File: config.mk
export PLATFORM = sky130hd
export DESIGN_NAME = cam_subarray_seq
export DESIGN_NICKNAME = d
export VERILOG_FILES = /design/src/rtl/cam_seq_pkg.sv /design/src/rtl/cam_key_shifter.sv /design/src/rtl/cam_subarray_seq.sv
export SDC_FILE = /design/constraint.sdc
export NUM_CORES = 1
export LEC_CHECK = 0
export ABC_AREA = 1
export CORE_MARGIN = 3
export CORE_UTILIZATION = 30
export CTS_BUF_LIST = sky130_fd_sc_hd__clkbuf_8
export DETAILED_ROUTE_END_ITERATION = 10
export GPL_TIMING_DRIVEN = 0
export MAX_ROUTING_LAYER = met4
export SLEW_MARGIN = 10
export SYNTH_ARGS = -nofsm -noshare
export SYNTH_HDL_FRONTEND = slang
export SYNTH_HIERARCHICAL = 1
export SYNTH_SLANG_ARGS = --single-unit
File: constraint.sdc
create_clock -name CLK -period 2 [get_ports CLK]
set_clock_uncertainty 0.1 [all_clocks]
set_input_delay 0.4 -clock CLK [delete_from_list [all_inputs] [get_ports CLK]]
set_output_delay 0.4 -clock CLK [all_outputs]
set_load 0.05 [all_outputs]
File: src/rtl/cam_seq_pkg.sv
// rtl/cam_seq_pkg.sv - shared opcodes, subarray mode encodings and FSM states for the CAM sequencer
package cam_seq_pkg;

  localparam logic [1:0] OP_WRITE      = 2'b00;
  localparam logic [1:0] OP_UPDATE     = 2'b01;
  localparam logic [1:0] OP_SEARCH     = 2'b10;
  localparam logic [1:0] OP_UPDATE_TAG = 2'b11;

  localparam logic [2:0] MODE_WRITE  = 3'b000;
  localparam logic [2:0] MODE_UPDATE = 3'b001;
  localparam logic [2:0] MODE_SEARCH = 3'b010;

  localparam int CMP_ADDR_W = 10;
  localparam int GRP_W      = 5;

  typedef enum logic [2:0] {
    ST_IDLE  = 3'd0,
    ST_SRCH  = 3'd1,
    ST_WAIT  = 3'd2,
    ST_WR    = 3'd3,
    ST_WDONE = 3'd4,
    ST_RESP  = 3'd5
  } state_t;

endpackage

File: src/rtl/cam_key_shifter.sv
// rtl/cam_key_shifter.sv - search key digit shifter presenting current digit, step index and last-step flag
module cam_key_shifter #(
  parameter int NDIG = 4
) (
  input  logic              CLK,
  input  logic              rst,
  input  logic              i_load,
  input  logic [2*NDIG-1:0] i_key,
  input  logic              i_shift,
  output logic [1:0]        o_digit,
  output logic [3:0]        o_step,
  output logic              o_last
);

  logic [2*NDIG-1:0] r_key;
  logic [3:0]        r_step;

  // Load the key on accept; advance one digit per search step, freezing on the
  // last step so the final digit stays visible through the settle cycle.
  always_ff @(posedge CLK) begin
    if (!rst) begin
      r_key  <= '0;
      r_step <= '0;
    end else if (i_load) begin
      r_key  <= i_key;
      r_step <= '0;
    end else if (i_shift && !o_last) begin
      r_key  <= r_key >> 2;
      r_step <= r_step + 4'd1;
    end
  end

  assign o_digit = r_key[1:0];
  assign o_step  = r_step;
  assign o_last  = (r_step == 4'(NDIG - 1));

endmodule

File: src/rtl/cam_subarray_seq.sv
// rtl/cam_subarray_seq.sv - CAM subarray command sequencer; optional tag chaining via CAM_SEQ_TAG_CHAIN_EN
module cam_subarray_seq
  import cam_seq_pkg::*;
#(
  parameter int NDIG  = 4,
  parameter int TAG_W = 16,
  parameter int COL_W = 5
) (
  input  logic                  CLK,
  input  logic                  rst,
  input  logic                  cmd_valid,
  output logic                  cmd_ready,
  input  logic [1:0]            cmd_op,
  input  logic [GRP_W-1:0]      cmd_grp,
  input  logic [COL_W-1:0]      cmd_col,
  input  logic [2*NDIG-1:0]     cmd_key,
  input  logic [TAG_W-1:0]      cmd_data,
  input  logic [TAG_W-1:0]      cmd_mask,
  input  logic [3:0]            cmd_ppg_addr,
  input  logic [1:0]            cmd_ppg_data,
  output logic                  rsp_valid,
  input  logic                  rsp_ready,
  output logic [TAG_W-1:0]      rsp_tag,
  output logic                  rsp_err,
  output logic [TAG_W-1:0]      data_in,
  output logic                  update_signal,
  output logic [CMP_ADDR_W-1:0] cmp_addr,
  output logic [3:0]            ppg_addr,
  output logic [1:0]            cmp_data,
  output logic [1:0]            ppg_data,
  output logic [TAG_W-1:0]      tag_in,
  output logic                  addr_select,
  output logic [2:0]            operation_mode,
  output logic                  chip_enable,
  output logic                  acc_en,
  output logic                  write_done,
  input  logic [TAG_W-1:0]      tag_out
);

  state_t             r_state;
  state_t             w_next;
  logic [1:0]         r_op;
  logic [GRP_W-1:0]   r_grp;
  logic [COL_W-1:0]   r_col;
  logic [TAG_W-1:0]   r_data;
  logic [TAG_W-1:0]   r_mask;
  logic [3:0]         r_ppg_addr;
  logic [1:0]         r_ppg_data;
  logic [TAG_W-1:0]   r_rsp_tag;
  logic               r_rsp_err;
  logic               w_accept;
  logic [1:0]         w_digit;
  logic [3:0]         w_step;
  logic               w_last;
  logic [COL_W-1:0]   w_col;
  logic [TAG_W-1:0]   w_upd_tag;

  assign w_accept = cmd_valid && cmd_ready;
  assign w_col    = r_col + COL_W'(w_step);

  cam_key_shifter #(.NDIG(NDIG)) u_key_shifter (
    .CLK     (CLK),
    .rst     (rst),
    .i_load  (w_accept),
    .i_key   (cmd_key),
    .i_shift (r_state == ST_SRCH),
    .o_digit (w_digit),
    .o_step  (w_step),
    .o_last  (w_last)
  );

`ifdef CAM_SEQ_TAG_CHAIN_EN
  logic [TAG_W-1:0] r_chain;

  // Remember the tag of the last search response the scheduler actually took.
  always_ff @(posedge CLK) begin
    if (!rst) begin
      r_chain <= '0;
    end else if (r_state == ST_RESP && rsp_ready && r_op == OP_SEARCH) begin
      r_chain <= r_rsp_tag;
    end
  end

  assign w_upd_tag = (cmd_op == OP_UPDATE_TAG) ? r_chain : cmd_mask;
`else
  assign w_upd_tag = cmd_mask;
`endif

  // State register.
  always_ff @(posedge CLK) begin
    if (!rst) r_state <= ST_IDLE;
    else      r_state <= w_next;
  end

  // Next-state decode.
  always_comb begin
    w_next = r_state;
    case (r_state)
      ST_IDLE: begin
        if (w_accept) begin
          case (cmd_op)
            OP_SEARCH:     w_next = ST_SRCH;
`ifdef CAM_SEQ_TAG_CHAIN_EN
            OP_UPDATE_TAG: w_next = ST_WR;
`else
            OP_UPDATE_TAG: w_next = ST_RESP;
`endif
            default:       w_next = ST_WR;
          endcase
        end
      end
      ST_SRCH:  if (w_last) w_next = ST_WAIT;
      ST_WAIT:  w_next = ST_RESP;
      ST_WR:    w_next = ST_WDONE;
      ST_WDONE: w_next = ST_RESP;
      ST_RESP:  if (rsp_ready) w_next = ST_IDLE;
      default:  w_next = ST_IDLE;
    endcase
  end

  // Command field latch and response capture.
  always_ff @(posedge CLK) begin
    if (!rst) begin
      r_op       <= '0;
      r_grp      <= '0;
      r_col      <= '0;
      r_data     <= '0;
      r_mask     <= '0;
      r_ppg_addr <= '0;
      r_ppg_data <= '0;
      r_rsp_tag  <= '0;
      r_rsp_err  <= 1'b0;
    end else if (w_accept) begin
      r_op       <= cmd_op;
      r_grp      <= cmd_grp;
      r_col      <= cmd_col;
      r_data     <= cmd_data;
      r_mask     <= w_upd_tag;
      r_ppg_addr <= cmd_ppg_addr;
      r_ppg_data <= cmd_ppg_data;
      r_rsp_tag  <= '0;
`ifdef CAM_SEQ_TAG_CHAIN_EN
      r_rsp_err  <= 1'b0;
`else
      r_rsp_err  <= (cmd_op == OP_UPDATE_TAG);
`endif
    end else if (r_state == ST_WAIT) begin
      r_rsp_tag  <= tag_out;
    end
  end

  // Per-state drive of the handshake and subarray pins.
  always_comb begin
    cmd_ready      = 1'b0;
    rsp_valid      = 1'b0;
    rsp_tag        = '0;
    rsp_err        = 1'b0;
    data_in        = '0;
    update_signal  = 1'b0;
    cmp_addr       = '0;
    ppg_addr       = '0;
    cmp_data       = '0;
    ppg_data       = '0;
    tag_in         = '0;
    addr_select    = 1'b0;
    operation_mode = MODE_WRITE;
    chip_enable    = 1'b0;
    acc_en         = 1'b0;
    write_done     = 1'b0;
    case (r_state)
      ST_IDLE: cmd_ready = rst;
      ST_SRCH, ST_WAIT: begin
        chip_enable    = 1'b1;
        operation_mode = MODE_SEARCH;
        cmp_addr       = CMP_ADDR_W'({r_grp, w_col});
        cmp_data       = w_digit;
        acc_en         = (r_state == ST_SRCH) && (w_step != 4'd0);
        ppg_addr       = r_ppg_addr;
        ppg_data       = r_ppg_data;
      end
      ST_WR: begin
        chip_enable = 1'b1;
        data_in     = r_data;
        ppg_addr    = r_ppg_addr;
        ppg_data    = r_ppg_data;
        if (r_op == OP_WRITE) begin
          operation_mode = MODE_WRITE;
          addr_select    = 1'b1;
        end else begin
          operation_mode = MODE_UPDATE;
          update_signal  = 1'b1;
          tag_in         = r_mask;
        end
      end
      ST_WDONE: write_done = 1'b1;
      ST_RESP: begin
        rsp_valid = 1'b1;
        rsp_tag   = r_rsp_tag;
        rsp_err   = r_rsp_err;
      end
      default: ;
    endcase
  end

endmodule
==> out/qor.yml, run 1 <==
cts:
  cts.sinks: 82
  htree_levels: 3
  cts_tree: "built"
  clock-root-buffer: "clkbuf_8"
  clock_path_buffers: 2
  clk_pin_slew_ns: 0.08
  cts_made_buffers: 9
  clk_latency_ns: 0.36
pwr:
  p_per_area_nw_per_um2: 987
  peakVddDrop_uv: 537
  totalPowerFinal_mw: 7.39
  leakage_nw: 2.88
worst_setup_path:
  cp_data_required_time_ns: 1.50
  r2r-start: "r_state[1]"
  path_class: "flip-flop to output pin"
  worstSetupEndpointType: "output pin"
  ff2ff_setup_slack_ns: 0.16
  crit_path_start_kind: "flip-flop"
  crit_path_max_fanout: 2
  arrival_ns: 1.87
  r2r_cells: 13
  rr_endpoint: "u_key_shifter/r_key[2]"
global_route:
  grt_pass1_wl_um: 19900
  antenna_found_initial: 0
  track_usage: 0.174
  grt_max_degree: 15
  grt.busiest_layer: "met2"
  globalRouteMet1Util: 0.223
  gr-usage-met2: 0.281
  met3_usage: 0.0261
  grt.overflow.total: 0
  grt_pass1_vias: 4016
min_path:
  holdPathEnd: "r_rsp_tag[4]"
  min_path_type: "flip-flop to flip-flop"
  holdPathStages: 2
  hold_path_startpoint: "r_rsp_tag[4]"
drt:
  wl_per_cell_um: 13.8
  via_per_inst: 4.46
  drc: 0
  wl_um: 12800
  drt_pass1_iterations: 4
  ant_nets: 0
  drt_iter0_markers: 238
  via_count: 4131
timing:
  max_freq_mhz: 422
  drv_slew: 0
  worst_slack_ns: -0.371
  setup_viol: 49
  rsz0062_at_grt: "true"
  period_share: 1.19
  hold_viol: 0
  timing.final.crit_period_ns: 2.37
  holdWs_ns: 0.366
placed_design:
  hpwl_um: 8550
  gp_congestion: 0.868
  numPortBuffers: 153
floorplan:
  core_area_sq_um: 12800
  die_w_um: 121
  start_util: 0.311
  die_y_um: 121
  io_pins: 155
  die-area_sq_um: 14700
  rows: 41
synth:
  yosysMostFrequentCell: "nand2_1"
  synth_top_area_frac: 0.413
  synth_cells: 540
  synth.cell_area_sq_um: 3970
  synth_fp_nets: 624
  netlist_top_cells_count: "nand2_1, dfxtp_1, inv_1, nor2_1, o21ai_2"
  synth_area_leaders: "dfxtp_1, nand2_1, o21ai_2"
  yosys.cell_types.count: 30
  synth_top_area_cell: "dfxtp_1"
  synth-async-reset-ratio: 0
  ys_seq_elements: 82
  synth_top_flop_cell: "dfxtp_1"
  synth_edf_count: 0
  yosys_warnings: 6
  seq_area_frac_synth: 0.413
  syn_avg_cell_area_sq_um: 7.35
flow_run:
  drv_cap: 0
run_status:
  status: "finished, violations left"
  violations: "setup timing"
layout:
  final_util: 0.586
  finalNetCount: 834
  fillers: 1122
  drive_gt1_frac: 0.429
  area_delta_synth_final_pct: 88.6
  antennaDiodeCount: 0
-- kinds of logic after synthesis --
| kind of cell | Yosys count | synth area share |
|---|---|---|
| buffers and inverters | 119 | 0.146 |
| flip-flops | 82 | 0.413 |
| adder cells (fa/ha/maj) | 6 | 0.0208 |
| other | 1 | 0.000944 |
| AND/OR/NAND/NOR | 247 | 0.268 |
| AO/OA/AOI/OAI | 85 | 0.151 |
-- per-layer routing --
metal  vias to the layer above  wire (um)
met2                       119       6320
li1                       2104          -
met4                         0        186
met5                         -          0
met1                      1891       5620
met3                        17        715
-- power breakdown --
part,switching (mW),internal (mW)
Combinational,2.19,1.51
Clock,0.620,0.955
Sequential,0.156,1.97
Total,2.96,4.43
-- registers in the layout, summed over array words and instances (netlist names) --
| name | cells |
|---|---|
| r_ppg_addr | 4 |
| r_rsp_err | 1 |
| r_grp | 5 |
| r_op | 2 |
| r_mask | 16 |
| r_state | 3 |
| r_col | 5 |
| r_rsp_tag | 16 |
| u_key_shifter/o_step | 4 |
| r_data | 16 |
| r_ppg_data | 2 |
| u_key_shifter/r_key | 8 |
-- final cells by class --
cell class | count | area [sq um] | area share
multi-input combinational | 341 | 2400 | 0.320
timing repair buffer | 200 | 2220 | 0.296
sequential | 82 | 1670 | 0.223
inverter | 90 | 418 | 0.0558
buffer | 25 | 293 | 0.0391
tap | 172 | 215 | 0.0287
clock inverter | 7 | 141 | 0.0189
clock buffer | 9 | 124 | 0.0165
timing repair inverter | 1 | 11.3 | 0.00150
-- timing repair --
action	in CTS	in global routing
gates cloned	6	0
resized for setup	635	112
hold buffers	0	0
setup endpoints to repair	88	82
pin swaps	14	10
hold endpoints to repair	0	0
buffers inserted	26	20
-- stage by stage --
stage | instances | cell area, sq um | TNS, ns | setup WS (ns)
2_1_floorplan | 540 | 4200 | -5.40 | -0.170
3_3_place_gp | 865 | 5950 | -54.31 | -0.782
3_5_place_dp | 865 | 5950 | -55.45 | -0.788
4_1_cts | 913 | 7030 | -9.71 | -0.383
5_1_grt | 927 | 7490 | -10.99 | -0.456
6_report | 927 | 7490 | -6.47 | -0.371
-- cell usage in the layout (no fill, tap or decap), types with 2 or more instances in the layout --
cell type,instances
clkbuf_8,9
inv_8,3
ha_1,3
nand3_1,16
buf_4,31
nand4_1,18
a21oi_1,29
clkbuf_1,3
nor3_4,2
o21ai_2,46
clkbuf_16,2
nand2_4,3
inv_6,3
clkinv_8,2
nor2_4,62
buf_6,74
dfxtp_2,2
inv_2,2
ha_4,2
buf_8,26
nand3_4,3
a21oi_2,2
clkinvlp_4,2
inv_1,76
dfxtp_1,73
clkdlybuf4s50_1,76
bufinv_16,4
nand2_8,4
nor2_2,9
buf_12,11
inv_4,2
o21ai_0,4
nand2_1,112
dfxtp_4,7
nor3_1,2
nor2_1,13
nand2_2,4
-- worst max path at each step --
stage                     startpoint                endpoint  slack (ns)  depth (start not counted)
final                       r_col[0]             cmp_addr[4]       -0.37                         11
after global routing        r_col[0]             cmp_addr[4]       -0.46                         11
after CTS                   r_col[0]             cmp_addr[4]       -0.38                         11
after detailed placement  r_state[2]             cmp_addr[7]       -0.79                          8
after global placement    r_state[2]             cmp_addr[7]       -0.78                          8
after floorplan                  rst  u_key_shifter/r_key[1]       -0.17                         13
-- worst max-delay path, cell delays in order (launching register included) --
cell and delay, ns:
dfxtp_4 0.37, ha_4 0.14, inv_2 0.04, fa_2 0.33, inv_2 0.06, nand2_1 0.05, nand2_1 0.08, a21oi_2 0.07
nand2_1 0.08, nand2_2 0.07, nor2_4 0.08, buf_6 0.16
(Power assumes the default switching activity.)
==> inputs of run 2 (changes only) <==
--- a/config.mk
+++ b/config.mk
@@ -5,13 +5,13 @@
 export SDC_FILE = /design/constraint.sdc
 export NUM_CORES = 1
 export LEC_CHECK = 0
-export ABC_AREA = 1
 export CORE_MARGIN = 3
-export CORE_UTILIZATION = 30
+export CORE_UTILIZATION = 40
 export CTS_BUF_LIST = sky130_fd_sc_hd__clkbuf_8
 export DETAILED_ROUTE_END_ITERATION = 10
 export GPL_TIMING_DRIVEN = 0
 export MAX_ROUTING_LAYER = met4
+export PLACE_DENSITY = 0.74
 export SLEW_MARGIN = 10
 export SYNTH_ARGS = -nofsm -noshare
 export SYNTH_HDL_FRONTEND = slang
==> out/qor.yml, run 2 <==
layout:
  reg_top3: "r_data: 16 flops, r_mask: 16 flops, r_rsp_tag: 16 flops"
  final_cell_area_sq_um: 6940  # -7.3%
  mostFrequentLayoutCells: "nand2_1, clkdlybuf4s50_1, dfxtp_1"
  final_common_cell: "nand2_1"
  finalNetCount: 784  # -6.0%
  final_util: 0.740  # +0.154
  area_delta_synth_final_pct: 76.7
  layoutNonFillerInstCount: 833  # -10%
  drive_gt1_frac: 0.381  # -0.0485
  antennaDiodeCount: 0  # unchanged
placed_design:
  dp.cells: 774  # -11%
  placed_area_sq_um: 5670  # -4.6%
  gp_congestion: 0.826  # -4.8%
  hpwl_um: 8620  # +0.84%
  numPortBuffers: 153  # unchanged
  place_ws_ns: -1.08  # -0.292 ns
drt:
  drt_iter0_markers: 134  # -44%
  wl_per_cell_um: 15.8  # +14%
  wl_um: 13200  # +2.7%
  via_count: 4182  # +1.2%
  drt_pass1_iterations: 4  # unchanged
  ant_nets: 0  # unchanged
  via_per_inst: 5.02  # +13%
  drc: 0  # unchanged
floorplan:
  die_y_um: 105  # -13%
  die_w_um: 105  # -13%
  io_pins: 155  # unchanged
  core_area_sq_um: 9370  # -27%
  die-area_sq_um: 11000  # -25%
  start_util: 0.419  # +0.108
  rows: 35  # -15%
cts:
  clk_pin_slew_ns: 0.08  # about the same
  cts_tree: "built"
  clock-root-buffer: "clkbuf_8"
  cts_made_buffers: 9  # unchanged
  htree_levels: 3  # unchanged
  clock_path_buffers: 2  # unchanged
  clk_latency_ns: 0.35  # about the same
  cts.sinks: 82  # unchanged
timing:
  timing.final.crit_period_ns: 2.55  # +0.180 ns
  max_freq_mhz: 392  # -7.1%
  setup_viol: 70  # +43%
  worst_slack_ns: -0.551  # -0.180 ns
  fin_setup_tns_ns: -14.13  # -7.65 ns
  drv_slew: 0  # unchanged
  holdWs_ns: 0.352  # -0.0143 ns
  period_share: 1.28  # +0.0902
  rsz0062_at_grt: "true"
  hold_viol: 0  # unchanged
synth:
  synth_cells: 492  # -8.9%
  synth_top_area_cell: "dfxtp_1"
  yosysMostFrequentCell: "nand2_1"
  synth-async-reset-ratio: 0  # unchanged
  yosys_warnings: 6  # unchanged
  synth_fp_nets: 576  # -7.7%
  seq_area_frac_synth: 0.418  # +0.00474
  netlist_top_cells_count: "nand2_1, dfxtp_1, o21ai_1"
  synth_area_leaders: "dfxtp_1, nand2_1, and2_1"
  synth_top_flop_cell: "dfxtp_1"
  yosys.cell_types.count: 51  # +70%
  synth_top_area_frac: 0.418  # +0.00474
  synth.cell_area_sq_um: 3930  # -1.1%
  synth_edf_count: 0  # unchanged
  syn_avg_cell_area_sq_um: 7.98  # +8.5%
  ys_seq_elements: 82  # unchanged
pwr:
  leakage_nw: 2.88  # about the same
  p_int_mw: 3.29  # -26%
  swShare: 0.318  # -0.0834
  peakVddDrop_uv: 381  # -29%
  totalPowerFinal_mw: 4.82  # -35%
  p_seq_frac: 0.395  # +0.108
  p_per_area_nw_per_um2: 695  # -30%
  combinationalPowerShare: 0.337  # -0.163
  switchingPower_mw: 1.53  # -48%
  power.share.clock: 0.268  # +0.055
worst_setup_path:
  crit_path_start_kind: "flip-flop"
  worstSetupEndpointType: "output pin"
  cp_data_required_time_ns: 1.50  # about the same
  path_class: "flip-flop to output pin"
  arrival_ns: 2.05  # +0.18 ns
  crit_path_max_fanout: 2  # unchanged
run_status:
  violations: "setup timing"
  status: "finished, violations left"
flow_run:
  drv_cap: 0  # unchanged
global_route:
  grt_pass1_wl_um: 20200  # +1.6%
  antenna_found_initial: 0  # unchanged
  track_usage: 0.230  # +0.0567
  grt_pass1_vias: 4097  # +2.0%
  grt.overflow.total: 0  # unchanged
  grt_max_degree: 27  # +12
min_path:
  min_path_type: "flip-flop to flip-flop"
run 2: changes by cell type after synthesis, sizes merged, moves of 5 or more:
cell and change:
nor2b +5, o21ai +5, clkbuf +8, nand3 -17, nand2 +15, nor2 -76
and3 +23, nand4 -17, nand2b +7, inv -79, a21oi -8, and2 +50
a21boi +7, o311a +6
run 2: critical path, cell delays in order, from the launching register on:
cell and delay (ns):
dfxtp_4 0.37, ha_4 0.14, inv_2 0.04, fa_2 0.36, nor2b_4 0.14, o21ai_2 0.08, and3_4 0.16, nor3_4 0.22
buf_6 0.19
run 2: repair_timing:
item,CTS,global route
endpoints found under the setup margin,88,86
gates resized for setup,631,95
hold buffers,0,0
pin swaps,31,36
gates cloned,4,2
buffers inserted,21,23
run 2: area by class of cell:
cell class,count,area (sq um)
buffer,37,332
inverter,10,42.5
clock inverter,6,83.8
tap,129,161
clock buffer,9,124
timing repair buffer,198,2270
sequential,82,1660
multi-input combinational,362,2270
fill,664,2430
run 2: path summary, 6_finish.rpt:
check	from	to	slack, ns	cells after the start
min	r_col[4]	r_col[4]	0.35	2
max reg2reg	u_key_shifter/o_step[0]	u_key_shifter/r_key[2]	0.12	6
min reg2reg	r_col[4]	r_col[4]	0.35	2
max	u_key_shifter/o_step[0]	cmp_addr[4]	-0.55	8
run 2: metal layers:
| metal | track usage | up-vias | share of wire | wire, um |
|---|---|---|---|---|
| met4 | 0.0703 | 0 | 0.018 | 238 |
| met5 | - | - | 0 | 0 |
| met2 | 0.407 | 147 | 0.51 | 6770 |
| li1 | - | 2033 | - | - |
| met1 | 0.270 | 1984 | 0.42 | 5520 |
| met3 | 0.0340 | 18 | 0.050 | 660 |
run 2: kinds of logic (layout without fill, tap and decap cells):
group           after synthesis  in the layout  share of synthesized area
other cells                   1              1                   0.000955
flops                        82             82                      0.418
buf+inv                      49            260                     0.0832
compound gates              103            104                      0.155
mux                           1              1                    0.00255
fa+ha+maj                     6              6                     0.0210
xor+xnor                      4              4                    0.00892
simple gates                246            246                      0.311
run 2: power groups by stage:
stage / Sequential [mW] / Clock (mW) / Combinational, mW
2_1_floorplan: 1.90 / 0 / 0.780
3_3_place_gp: 1.91 / 0 / 1.18
3_5_place_dp: 1.92 / 0 / 1.20
4_1_cts: 1.89 / 1.30 / 1.42
5_1_grt: 1.92 / 1.39 / 1.74
6_report: 1.90 / 1.29 / 1.63
